### src/rtl/mspi_pkg.sv
// mspi_pkg: shared FSM state encoding, transfer-length codes and bit-count lookup.
`default_nettype none
package mspi_pkg;

   typedef enum logic [2:0] {
      ST_IDLE = 3'd0,
      ST_LEAD = 3'd1,
      ST_HIGH = 3'd2,
      ST_LOW  = 3'd3,
      ST_DONE = 3'd4
   } state_e;

   localparam logic [1:0] LEN8  = 2'd0;
   localparam logic [1:0] LEN16 = 2'd1;
   localparam logic [1:0] LEN32 = 2'd2;

   // Codes 2 and 3 both select a full 32-bit transfer.
   function automatic logic [5:0] len_bits(input logic [1:0] len);
      logic [5:0] n;
      case (len)
         LEN8:    n = 6'd8;
         LEN16:   n = 6'd16;
         default: n = 6'd32;
      endcase
      return n;
   endfunction

endpackage
`default_nettype wire

### src/rtl/mspi_clkgen.sv
// mspi_clkgen: half-period counter; tick_o marks the last clk cycle of each H-cycle phase.
`default_nettype none
module mspi_clkgen #(
   parameter int DIV_W = 8
) (
   input  logic             clk,
   input  logic             rstn,
   input  logic             clr_i,
   input  logic [DIV_W-1:0] half_i,
   output logic             tick_o
);

   logic [DIV_W-1:0] cnt_q;
   logic [DIV_W-1:0] cnt_d;

   assign tick_o = !clr_i && (cnt_q == (half_i - DIV_W'(1)));

   always_comb begin
      cnt_d = cnt_q + DIV_W'(1);
      if (clr_i || tick_o) begin
         cnt_d = '0;
      end
   end

   always_ff @(posedge clk or negedge rstn) begin
      if (!rstn) begin
         cnt_q <= '0;
      end else begin
         cnt_q <= cnt_d;
      end
   end

endmodule
`default_nettype wire

### src/rtl/mspi.sv
// mspi: mode-0 SPI master, 8/16/32-bit transfers with programmable SCK half-period.
// Build option: define MSPI_LOOPBACK_EN to receive from sdo instead of the sdi pin.
`default_nettype none
module mspi
   import mspi_pkg::*;
#(
   parameter int DIV_W = 8
) (
   input  logic             clk,
   input  logic             rstn,
   input  logic [DIV_W-1:0] clk_div,
   input  logic             wr,
   input  logic [1:0]       wr_len,
   input  logic [31:0]      wrdata,
   output logic [31:0]      rddata,
   output logic             wr_done,
   output logic             sck,
   input  logic             sdi,
   output logic             sdo,
   output logic             ss,
   output logic             ready
);

   state_e           state_q, state_d;
   logic [31:0]      tx_q, tx_d;
   logic [31:0]      rx_q, rx_d;
   logic [31:0]      rd_q, rd_d;
   logic [DIV_W-1:0] h_q, h_d;
   logic [5:0]       n_q, n_d;
   logic [5:0]       bit_q, bit_d;
   logic             w_tick;
   logic             w_clr;
   logic             w_rx_in;

`ifdef MSPI_LOOPBACK_EN
   assign w_rx_in = sdo;
`else
   assign w_rx_in = sdi;
`endif

   assign w_clr   = (state_q == ST_IDLE) || (state_q == ST_DONE);
   assign ss      = !((state_q == ST_LEAD) || (state_q == ST_HIGH) || (state_q == ST_LOW));
   assign sck     = (state_q == ST_HIGH);
   assign ready   = w_clr;
   assign wr_done = (state_q == ST_DONE);
   assign sdo     = ss ? 1'b0 : tx_q[31];
   assign rddata  = rd_q;

   mspi_clkgen #(
      .DIV_W (DIV_W)
   ) u_clkgen (
      .clk    (clk),
      .rstn   (rstn),
      .clr_i  (w_clr),
      .half_i (h_q),
      .tick_o (w_tick)
   );

   always_comb begin
      state_d = state_q;
      tx_d    = tx_q;
      rx_d    = rx_q;
      rd_d    = rd_q;
      h_d     = h_q;
      n_d     = n_q;
      bit_d   = bit_q;
      case (state_q)
         ST_IDLE, ST_DONE: begin
            state_d = ST_IDLE;
            if (wr) begin
               state_d = ST_LEAD;
               tx_d    = wrdata;
               rx_d    = '0;
               n_d     = len_bits(wr_len);
               h_d     = (clk_div == '0) ? DIV_W'(1) : clk_div;
               bit_d   = '0;
            end
         end
         ST_LEAD: begin
            if (w_tick) begin
               state_d = ST_HIGH;
               rx_d    = {rx_q[30:0], w_rx_in};
            end
         end
         ST_HIGH: begin
            if (w_tick) begin
               state_d = ST_LOW;
               tx_d    = {tx_q[30:0], 1'b0};
               bit_d   = bit_q + 6'd1;
            end
         end
         ST_LOW: begin
            // The LOW phase after the last bit is the trailing half-period.
            if (w_tick) begin
               if (bit_q == n_q) begin
                  state_d = ST_DONE;
                  rd_d    = rx_q;
               end else begin
                  state_d = ST_HIGH;
                  rx_d    = {rx_q[30:0], w_rx_in};
               end
            end
         end
         default: state_d = ST_IDLE;
      endcase
   end

   always_ff @(posedge clk or negedge rstn) begin
      if (!rstn) begin
         state_q <= ST_IDLE;
         tx_q    <= '0;
         rx_q    <= '0;
         rd_q    <= '0;
         h_q     <= '0;
         n_q     <= '0;
         bit_q   <= '0;
      end else begin
         state_q <= state_d;
         tx_q    <= tx_d;
         rx_q    <= rx_d;
         rd_q    <= rd_d;
         h_q     <= h_d;
         n_q     <= n_d;
         bit_q   <= bit_d;
      end
   end

endmodule
`default_nettype wire

### config.mk
export PLATFORM = sky130hd
export DESIGN_NAME = mspi
export DESIGN_NICKNAME = d
export VERILOG_FILES = /design/src/rtl/mspi_pkg.sv /design/src/rtl/mspi_clkgen.sv /design/src/rtl/mspi.sv
export SDC_FILE = /design/constraint.sdc
export NUM_CORES = 1
export LEC_CHECK = 0
export ABC_CLOCK_PERIOD_IN_PS = 3400
export CORE_MARGIN = 5
export CORE_UTILIZATION = 55
export CTS_CLUSTER_SIZE = 8
export DETAILED_ROUTE_END_ITERATION = 10
export PLACE_DENSITY_LB_ADDON = 0.1
export SLEW_MARGIN = 40
export SYNTH_ARGS = -nofsm -noshare
export SYNTH_HDL_FRONTEND = slang
export SYNTH_SLANG_ARGS = --single-unit
### constraint.sdc
create_clock -name clk -period 3.4 [get_ports clk]
set_clock_uncertainty 0.15 [all_clocks]
set_input_delay 0.68 -clock clk [delete_from_list [all_inputs] [get_ports clk]]
set_output_delay 0.68 -clock clk [all_outputs]
set_load 0.01 [all_outputs]
# Yosys cells after proc, flatten, opt, wreduce, memory -nomap -nowiden
# Index checks and enable logic that the tools add are counted.
# word_totals
register_bits	127
n_memories	0
romBits	0
latch_bits	0
ramBits	0
word_cells	62
# classes
div	0
mux	21
eq_ne	12
n_mul	0
addsub	3
n_reduce_logical	18
shifts	0
n_lt_le_gt_ge	0
bitwise_logic	0
# op_table
cell	n
32-bit 2-to-1 mux	6
32-bit one-hot mux with 3 select lines	1
32-bit one-hot mux with 2 select lines	1
6-bit one-hot mux with 2 select lines	2
8-bit 2-to-1 mux	2
3-bit 2-to-1 mux	4
6-bit 2-to-1 mux	2
3-bit one-hot mux with 4 select lines	1
3-bit AND reduction	3
8-bit by 1-bit adder with 8-bit output, second input constant	1
8-bit == test	1
8-bit zero test	1
8-bit by 1-bit subtractor with 8-bit output, second input constant	1
6-bit by 1-bit adder with 6-bit output, second input constant	1
3-bit by 2-bit == test with 1-bit output, second input constant	2
6-bit == test	1
2-bit by 1-bit != test with 1-bit output, second input constant	3
5-bit AND reduction	1
1-bit logical OR	4
2-bit != test, second input constant	2
3-bit by 1-bit == test with 1-bit output, second input constant	1
3-bit == test, second input constant	1
3-bit zero test	1
3-bit nonzero test	1
8 further kinds	10

# Logic depth before layout (Yosys ltp)
# Gate-level depths: netlist (run 1).
# logic_depth
word_depth	6
mapped_depth	10
depth_no_buf	8

# Modules after synthesis
# From an unflattened synthesis (run 1), not the netlist that was laid out.
# hier_totals
hier_cells	457
hier_area_um2	5615.4
# by_module_without_submodules
mod	area_each_um2	cells_per_inst	n_inst
mspi	4913.5	387	1
mspi_clkgen	701.9	70	1

# Worst setup path before layout (run 1)
# Ideal clock, no wire load.
# synth_path
path_type	register to register
start	reg h_q[0]
end	reg rd_q[10], in the netlist rddata[10]
path_stages_with_launch	11
n_path_buf	2
path_slack_ps	332
t_arrival_ps	2793
required_time_ps	3125
period_less_slack_ps	3068
path_cell_list	dfrtp_1 > inv_1 > ha_1 > nor3b_1 > nand3_1 > a2111oi_2 > o21ai_1 > or4_1 > buf_2 > buf_6 > mux2_4
# synth_via
elab_chain_len	4
# synth_lines
item	line_no	source
start: declaration	mspi.sv:28	logic [DIV_W-1:0] h_q, h_d;
start signal: assignment	mspi.sv:114	h_q <= '0;
start signal: assignment	mspi.sv:122	h_q <= h_d;
8-bit by 1-bit subtractor with 8-bit output	mspi_clkgen.sv:16	assign tick_o = !clr_i && (cnt_q == (half_i - DIV_W'(1)));
8-bit == test	mspi_clkgen.sv:16	
1-bit logical AND	mspi_clkgen.sv:16	
3-bit AND reduction (no line)	-	
end signal: assignment	mspi.sv:121	rd_q <= rd_d;
end: declaration	mspi.sv:27	logic [31:0] rd_q, rd_d;
# No other way between the ends.
# A chain may end at the register's enable or synchronous reset.

# Final worst setup path (run 1)
# layout_path
start	reg h_q[1]
end	reg rd_q[0], in the netlist rddata[0]
# Same word-level chain as after synthesis.

==> flow_summary.html, run 1 <==
<table>
<tr><th>Metric</th><th>Value</th></tr>
<tr><th colspan="2">Global route</th></tr>
<tr><td>Total gr overflow</td><td>0</td></tr>
<tr><td>Via count of the first global-routing pass</td><td>~4100</td></tr>
<tr><td>Total routing resource utilization after global routing</td><td>around a fifth</td></tr>
<tr><td>Antenna violations before repair</td><td>0</td></tr>
<tr><td>Global-route wire length before repair</td><td>between 20000 and 25000 microns</td></tr>
<tr><td>Maximum number of pins on one net before global-route repair</td><td>61</td></tr>
<tr><th colspan="2">Timing</th></tr>
<tr><td>Final max-slew violation count</td><td>0</td></tr>
<tr><td>Actual slew at the worst max-slew pin</td><td>0.621 ns</td></tr>
<tr><td>Worst rel slew slack</td><td>58.3%</td></tr>
<tr><td>Sum of negative setup slack</td><td>0 ns</td></tr>
<tr><td>Period utilization</td><td>95.8%</td></tr>
<tr><td>Hold slack</td><td>-0.0114 ns</td></tr>
<tr><td>RSZ-0062 raised after global routing</td><td>false</td></tr>
<tr><td>Hold Vio Cnt, Final</td><td>10</td></tr>
<tr><td>Maximum clock frequency</td><td>0.307 GHz</td></tr>
<tr><td>Final critical path time including I/O delays and setup</td><td>3.26 ns</td></tr>
<tr><td>Final Setup Violations</td><td>0</td></tr>
<tr><th colspan="2">Clock tree</th></tr>
<tr><td>Number of hold buffers added after CTS</td><td>0</td></tr>
<tr><td>Clock tree from TritonCTS</td><td>yes</td></tr>
<tr><td>Number of clock buffers inserted by TritonCTS</td><td>17</td></tr>
<tr><td>Clock Sinks</td><td>about 120</td></tr>
<tr><td>Clock Path Buffers</td><td>2</td></tr>
<tr><td>Post-CTS Setup Repair Bufs</td><td>0</td></tr>
<tr><td>Insertion delay of the later-clocked pin in the worst-skew pair</td><td>0.50 ns</td></tr>
<tr><td>Master cell of the clock root buffer</td><td>clkbuf_8</td></tr>
<tr><td>CTS clock-pin slew for the worst setup and hold paths</td><td>0.06 ns</td></tr>
<tr><td>H-tree Lvls</td><td>4</td></tr>
<tr><td>Count of cells resized by post-cts repair</td><td>0</td></tr>
<tr><th colspan="2">Placement</th></tr>
<tr><td>Final weighted congestion of routability-driven global placement</td><td>0.842</td></tr>
<tr><td>HPWL after DPL</td><td>8030 microns</td></tr>
<tr><td>I/O Buffers</td><td>82</td></tr>
<tr><td>Placed insts</td><td>between 600 and 700</td></tr>
<tr><th colspan="2">Yosys</th></tr>
<tr><td>Number of nets produced by synthesis</td><td>512</td></tr>
<tr><td>Most used flip-flop cell after synthesis</td><td>dfrtp_1</td></tr>
<tr><td>Ranking of synthesized cells by instance count</td><td>dfrtp_1, mux2_2, mux2_4</td></tr>
<tr><td>Ys Warns</td><td>0</td></tr>
<tr><td>FF+latch count, synth</td><td>124</td></tr>
<tr><td>Number of enable flip-flop cells after synthesis</td><td>0</td></tr>
<tr><td>Synthesized cell area</td><td>5880 sq um</td></tr>
<tr><td>Cell taking the most area after synthesis</td><td>dfrtp_1</td></tr>
<tr><td>Syn avg cell area</td><td>12.7 sq um</td></tr>
<tr><td>Number of instances in the synthesized netlist</td><td>around 460</td></tr>
<tr><td>Cell types with the largest area share after synthesis</td><td>dfrtp_1, mux2_2, mux2_4, mux2i_1, a21oi_1</td></tr>
<tr><td>Async S/R FF share, synth</td><td>100%</td></tr>
<tr><td>Top cell type's share of synthesized area</td><td>between 50% and 60%</td></tr>
<tr><td>Portion of the post-synthesis area used by sequential elements</td><td>52.8%</td></tr>
<tr><td>Most instantiated library cell after synthesis</td><td>dfrtp_1</td></tr>
<tr><td>Synth unique cells</td><td>47</td></tr>
<tr><th colspan="2">Worst setup path</th></tr>
<tr><td>Critical path cell sequence</td><td>or4_4 -&gt; or4_1 -&gt; o211ai_2 -&gt; a31oi_4 -&gt; or4_2 -&gt; buf_12 -&gt; mux2_1</td></tr>
<tr><td>Critical setup path kind</td><td>flop to flop</td></tr>
<tr><td>Critical path's largest stage delay</td><td>0.72 ns</td></tr>
<tr><td>Category of the worst setup path capture point</td><td>flop</td></tr>
<tr><td>Worst-path cell with the longest stage delay</td><td>or4_2</td></tr>
<tr><td>Critical path peak fanout</td><td>33</td></tr>
<tr><td>Data arrival time of the critical path</td><td>3.49 ns</td></tr>
<tr><td>Crit path required time</td><td>3.64 ns</td></tr>
<tr><td>Family with the most delay on the worst path</td><td>simple AND/OR/NAND/NOR gates</td></tr>
<tr><td>Number of buffer and inverter instances along the worst setup path</td><td>1</td></tr>
<tr><td>CP Launch Type</td><td>flop</td></tr>
<tr><th colspan="2">Floorplanning</th></tr>
<tr><td>Number of top-level pins</td><td>between 80 and 90</td></tr>
<tr><td>Initial cell density of the core</td><td>56.7%</td></tr>
<tr><td>Horiz. Die Dim</td><td>~110 microns</td></tr>
<tr><td>Full die area</td><td>12900 sq um</td></tr>
<tr><td>Std-Cell Rows</td><td>37</td></tr>
<tr><td>Floorplan die height</td><td>113 microns</td></tr>
<tr><td>Core area</td><td>~10000 sq um</td></tr>
<tr><th colspan="2">Status</th></tr>
<tr><td>Outcome</td><td>finished with violations</td></tr>
<tr><td>Violations in the final reports</td><td>negative hold slack</td></tr>
<tr><th colspan="2">Cells and area</th></tr>
<tr><td>Fraction of layout instances using a drive strength above 1</td><td>30.4%</td></tr>
<tr><td>Post-layout instance count excluding filler cells</td><td>702</td></tr>
<tr><td>Ant. Diodes</td><td>0</td></tr>
<tr><td>Post-layout nets</td><td>605</td></tr>
<tr><td>Layout-stage area growth over the synthesis result</td><td>28.6%</td></tr>
<tr><th colspan="2">Route</th></tr>
<tr><td>Final wirelength</td><td>approximately 12000 microns</td></tr>
<tr><td>Violation count after the first detailed-route iteration</td><td>207</td></tr>
<tr><td>DR WL/cell</td><td>16.7 microns</td></tr>
<tr><td>Post-route DRC</td><td>0</td></tr>
<tr><td>Number of vias after detailed routing</td><td>3825</td></tr>
<tr><td>Mean number of vias per cell</td><td>approximately 5.4</td></tr>
<tr><td>Remaining number of nets flagged by the antenna check after routing</td><td>0</td></tr>
<tr><td>Length of the first detailed-routing pass in iterations</td><td>4</td></tr>
<tr><th colspan="2">Pwr</th></tr>
<tr><td>Lkg Pwr</td><td>approximately 3.5 nW</td></tr>
<tr><td>IR drop worst, VDD</td><td>0.000394 V</td></tr>
<tr><td>Total power divided by cell area</td><td>695 nW/um^2</td></tr>
<tr><td>Total chip power</td><td>5.25 mW</td></tr>
<tr><th colspan="2">Min path</th></tr>
<tr><td>Classification of the worst-slack hold path</td><td>input pin to asynchronous set/reset pin</td></tr>
<tr><th colspan="2">Run</th></tr>
<tr><td>Max-Cap Viols</td><td>0</td></tr>
</table>
## state kept, by name, summed over array words and instances, names as in the netlist
name            count
bit_q               6
h_q                 8
n_q                 3
rddata             32
rx_q               32
state_q             3
tx_q               32
u_clkgen.cnt_q      8
## cell usage in the layout, fill, tap and decap left out, types with 4 or more instances in the layout
cell type          n
dfrtp_1          124
mux2_2            84
clkdlybuf4s50_1   81
mux2_4            29
inv_1             26
nand2_1           25
a21oi_1           20
mux2i_1           20
nand3_1           16
clkbuf_16         16
buf_4             14
nor2_1            12
xnor2_1           10
nand2b_1           6
o21ai_0            6
xor2_1             6
nor3_1             5
bufinv_16          5
clkinv_4           5
ha_1               4
## layer usage
layer | track usage [%] | part of all wire [%] | wire length (microns) | vias up
met5 | 0 | 0 | 0 | -
met1 | 24.9 | 44 | 5150 | 1920
met3 | 5.57 | 4.4 | 515 | 13
met2 | 33.1 | 50 | 5890 | 86
li1 | - | - | - | 1806
met4 | 5.93 | 1.4 | 163 | 0
## power by group
part / internal [mW] / total (mW) / switching, mW
Combinational: 0.653 / 1.21 / 0.553
Sequential: 1.86 / 2.13 / 0.272
Clock: 1.26 / 1.92 / 0.653
## final timing paths
kind                              endpoint  cells past startpoint  slack [ns]       start
worst max register to register   rddata[0]                      7        0.14      h_q[1]
worst max-delay path             rddata[0]                      7        0.14      h_q[1]
min in group clk                rddata[31]                      1        0.34  rddata[31]
worst min register to register  rddata[31]                      1        0.34  rddata[31]
max in group asynchronous         rx_q[15]                      2        2.37        rstn
worst min-delay path            rddata[25]                      1       -0.01        rstn
## layout make-up
type                       instances  area (sq um)
clock buffer                      17           414
clock inverter                    13           218
fill                             721          2810
inverter                          26          97.6
multi-input combinational        288          2590
sequential                       124          3100
tap                              136           170
timing repair buffer              98           967
## per-stage QoR
stage          util, %  worst slack [ns]  area, sq um
2_1_floorplan        -             0.332         5880
5_1_grt           72.9            0.0375         7560
4_1_cts           72.7             0.108         7540
6_report          72.9             0.143         7560
3_3_place_gp      66.6             0.205         6910
3_5_place_dp      66.6             0.151         6910
## cell families after synthesis
logic type,count (synthesis),share of synthesized area (%)
mux,136,27.5
xor+xnor,16,2.38
flops,124,52.8
simple gates,88,7.81
fa+ha+maj,4,0.852
buf+inv,50,3.75
compound gates,44,4.92
Power figures use the tool's default switching activity.
==> run 2, diff against run 1 <==
--- a/config.mk
+++ b/config.mk
@@ -11,7 +11,6 @@
 export CTS_CLUSTER_SIZE = 8
 export DETAILED_ROUTE_END_ITERATION = 10
 export PLACE_DENSITY_LB_ADDON = 0.1
-export SLEW_MARGIN = 40
 export SYNTH_ARGS = -nofsm -noshare
 export SYNTH_HDL_FRONTEND = slang
 export SYNTH_SLANG_ARGS = --single-unit
==> flow_summary.html, run 2 (synthesis gave the netlist of run 1 again) <==
<table>
<tr><th>Metric</th><th>Value</th></tr>
<tr><th colspan="2">Clock tree</th></tr>
<tr><td>Clock Path Buffers</td><td>2</td></tr>
<tr><td>Insertion delay of the later-clocked pin in the worst-skew pair</td><td>0.50 ns</td></tr>
<tr><td>Master cell of the clock root buffer</td><td>clkbuf_8</td></tr>
<tr><td>Clock tree from TritonCTS</td><td>yes</td></tr>
<tr><td>Number of hold buffers added after CTS</td><td>0</td></tr>
<tr><td>Post-CTS Setup Repair Bufs</td><td>0</td></tr>
<tr><td>H-tree Lvls</td><td>4</td></tr>
<tr><td>Clock Sinks</td><td>124</td></tr>
<tr><td>Count of cells resized by post-cts repair</td><td>0</td></tr>
<tr><td>Number of clock buffers inserted by TritonCTS</td><td>17</td></tr>
<tr><td>CTS clock-pin slew for the worst setup and hold paths</td><td>0.06 ns</td></tr>
<tr><th colspan="2">Worst setup path</th></tr>
<tr><td>Startpoint of the worst setup timing path</td><td>h_q[1]</td></tr>
<tr><td>CP Launch Type</td><td>flop</td></tr>
<tr><td>Critical path cell sequence</td><td>or4_4 -&gt; or4_1 -&gt; o211ai_2 -&gt; a31oi_4 -&gt; or4_2 -&gt; buf_12 -&gt; mux2_1</td></tr>
<tr><td>Data arrival time of the critical path</td><td>3.49 ns</td></tr>
<tr><td>Critical path peak fanout</td><td>33</td></tr>
<tr><td>Source of the worst register-to-register timing path</td><td>h_q[1]</td></tr>
<tr><td>Worst-path cell with the longest stage delay</td><td>or4_2</td></tr>
<tr><td>Family with the most delay on the worst path</td><td>simple AND/OR/NAND/NOR gates</td></tr>
<tr><td>Critical path's largest stage delay</td><td>between 0.7 and 0.8 ns</td></tr>
<tr><td>Worst R2R Setup Slack</td><td>0.14 ns</td></tr>
<tr><td>Capturing instance or port of the critical path</td><td>rddata[0]</td></tr>
<tr><td>Crit path required time</td><td>3.63 ns</td></tr>
<tr><td>Path depth of the worst reg2reg path</td><td>7</td></tr>
<tr><td>End of the worst register-to-register path</td><td>rddata[0]</td></tr>
<tr><td>Number of buffer and inverter instances along the worst setup path</td><td>1</td></tr>
<tr><td>Path length in cells of the critical path</td><td>7</td></tr>
<tr><td>Critical setup path kind</td><td>flop to flop</td></tr>
<tr><td>Category of the worst setup path capture point</td><td>flop</td></tr>
<tr><th colspan="2">Floorplanning</th></tr>
<tr><td>Std-Cell Rows</td><td>37</td></tr>
<tr><td>Initial cell density of the core</td><td>56.7%</td></tr>
<tr><td>Floorplan die height</td><td>roughly 110 microns</td></tr>
<tr><td>Horiz. Die Dim</td><td>113 microns</td></tr>
<tr><td>Full die area</td><td>12900 sq um</td></tr>
<tr><td>Number of top-level pins</td><td>83</td></tr>
<tr><td>Core area</td><td>10400 sq um</td></tr>
<tr><th colspan="2">Timing</th></tr>
<tr><td>Period utilization</td><td>95.8%</td></tr>
<tr><td>Final max-slew violation count</td><td>0</td></tr>
<tr><td>Post-route worst setup slack</td><td>around 0.14 ns</td></tr>
<tr><td>Worst rel slew slack</td><td>49.3%</td></tr>
<tr><td>Sum of negative setup slack</td><td>0 ns</td></tr>
<tr><td>RSZ-0062 raised after global routing</td><td>false</td></tr>
<tr><td>Maximum clock frequency</td><td>0.307 GHz</td></tr>
<tr><td>Final critical path time including I/O delays and setup</td><td>3.26 ns</td></tr>
<tr><td>Hold Vio Cnt, Final</td><td>0</td></tr>
<tr><td>Final Setup Violations</td><td>0</td></tr>
<tr><td>Actual slew at the worst max-slew pin</td><td>between 0.7 and 0.8 ns</td></tr>
<tr><td>Hold slack</td><td>0.101 ns</td></tr>
<tr><th colspan="2">Pwr</th></tr>
<tr><td>Sequential share of power</td><td>40.6%</td></tr>
<tr><td>Lkg Pwr</td><td>3.46 nW</td></tr>
<tr><td>Switching component of the power</td><td>1.48 mW</td></tr>
<tr><td>Pint</td><td>3.78 mW</td></tr>
<tr><td>Total chip power</td><td>5.25 mW</td></tr>
<tr><td>Total power divided by cell area</td><td>695 nW/um^2</td></tr>
<tr><td>Sw Ratio</td><td>28.1%</td></tr>
<tr><td>Relative contribution of the clock network to total power</td><td>36.5%</td></tr>
<tr><td>Combinational cell fraction of total power</td><td>22.9%</td></tr>
<tr><td>IR drop worst, VDD</td><td>just under 0.0004 V</td></tr>
<tr><th colspan="2">Route</th></tr>
<tr><td>Final wirelength</td><td>11700 microns</td></tr>
<tr><td>Number of vias after detailed routing</td><td>3822</td></tr>
<tr><td>Post-route DRC</td><td>0</td></tr>
<tr><td>Violation count after the first detailed-route iteration</td><td>roughly 240</td></tr>
<tr><td>Remaining number of nets flagged by the antenna check after routing</td><td>0</td></tr>
<tr><td>Mean number of vias per cell</td><td>5.44</td></tr>
<tr><td>Length of the first detailed-routing pass in iterations</td><td>4</td></tr>
<tr><td>DR WL/cell</td><td>around 17 microns</td></tr>
<tr><th colspan="2">Cells and area</th></tr>
<tr><td>Commonest cells after routing, fill and taps aside</td><td>dfrtp_1, mux2_2, clkdlybuf4s50_1</td></tr>
<tr><td>Layout-stage area growth over the synthesis result</td><td>28.6%</td></tr>
<tr><td>Most frequent standard cell in the layout excluding fill and tap cells</td><td>dfrtp_1</td></tr>
<tr><td>Ant. Diodes</td><td>0</td></tr>
<tr><td>Post-route standard cell area excluding fillers</td><td>7550 sq um</td></tr>
<tr><td>Post-layout nets</td><td>a little over 600</td></tr>
<tr><td>Fraction of layout instances using a drive strength above 1</td><td>30.4%</td></tr>
<tr><th colspan="2">Status</th></tr>
<tr><td>Outcome</td><td>completed</td></tr>
<tr><th colspan="2">Placement</th></tr>
<tr><td>I/O Buffers</td><td>just over 80</td></tr>
<tr><td>Final weighted congestion of routability-driven global placement</td><td>0.842</td></tr>
<tr><td>HPWL after DPL</td><td>8030 microns</td></tr>
<tr><td>DP Area</td><td>6910 sq um</td></tr>
<tr><td>Worst slack at placement</td><td>0.151 ns</td></tr>
<tr><th colspan="2">Min path</th></tr>
<tr><td>Classification of the worst-slack hold path</td><td>input pin to asynchronous set/reset pin</td></tr>
<tr><th colspan="2">Global route</th></tr>
<tr><td>Total routing resource utilization after global routing</td><td>19.7%</td></tr>
<tr><td>Antenna violations before repair</td><td>0</td></tr>
<tr><td>Via count of the first global-routing pass</td><td>4066</td></tr>
<tr><td>Global-route wire length before repair</td><td>between 20000 and 25000 microns</td></tr>
<tr><td>Total gr overflow</td><td>0</td></tr>
<tr><td>Maximum number of pins on one net before global-route repair</td><td>61</td></tr>
<tr><th colspan="2">Run</th></tr>
<tr><td>Max-Cap Viols</td><td>0</td></tr>
</table>
==> run 2: how the worst min path moves through the flow <==
stage | from | endpoint | slack [ns]
finish | rstn | rddata[25] | 0.10
global route | rstn | rddata[26] | 0.14
CTS | rstn | rddata[25] | 0.11
detailed placement | rx_q[0] | rddata[0] | 0.33
global placement | rx_q[0] | rddata[0] | 0.32
floorplan | rstn | bit_q[0] | 0.23
==> run 2: layout make-up <==
cell class | instances | area (sq um)
inverters | 26 | 97.6
clock buffers | 17 | 414
flip-flops and latches | 124 | 3100
clock inverters | 13 | 218
repair buffers | 98 | 963
fillers | 723 | 2820
multi-input cells | 288 | 2590
well taps | 136 | 170
==> run 2: metal layers <==
layer  part of all wire (%)  track usage [%]  vias to the layer above
li1                       -                -                     1807
met1                     44             24.9                     1922
met2                     50             33.1                       80
met3                    4.4             5.57                       13
met4                    1.4             5.93                        0
met5                      0                0                        -
==> run 2: power groups by stage <==
stage	Clock, mW	Combinational (mW)	Sequential, mW
5_1_grt	2.02	1.34	2.19
4_1_cts	1.94	1.20	2.13
2_1_floorplan	0	0.851	2.07
6_report	1.92	1.21	2.13
3_5_place_dp	0	1.18	2.15
3_3_place_gp	0	1.14	2.13
==> run 2: per-stage QoR <==
step	util (%)	cells
2_1_floorplan	-	462
3_3_place_gp	66.6	672
3_5_place_dp	66.6	672
4_1_cts	72.7	702
5_1_grt	72.9	702
6_report	72.9	702
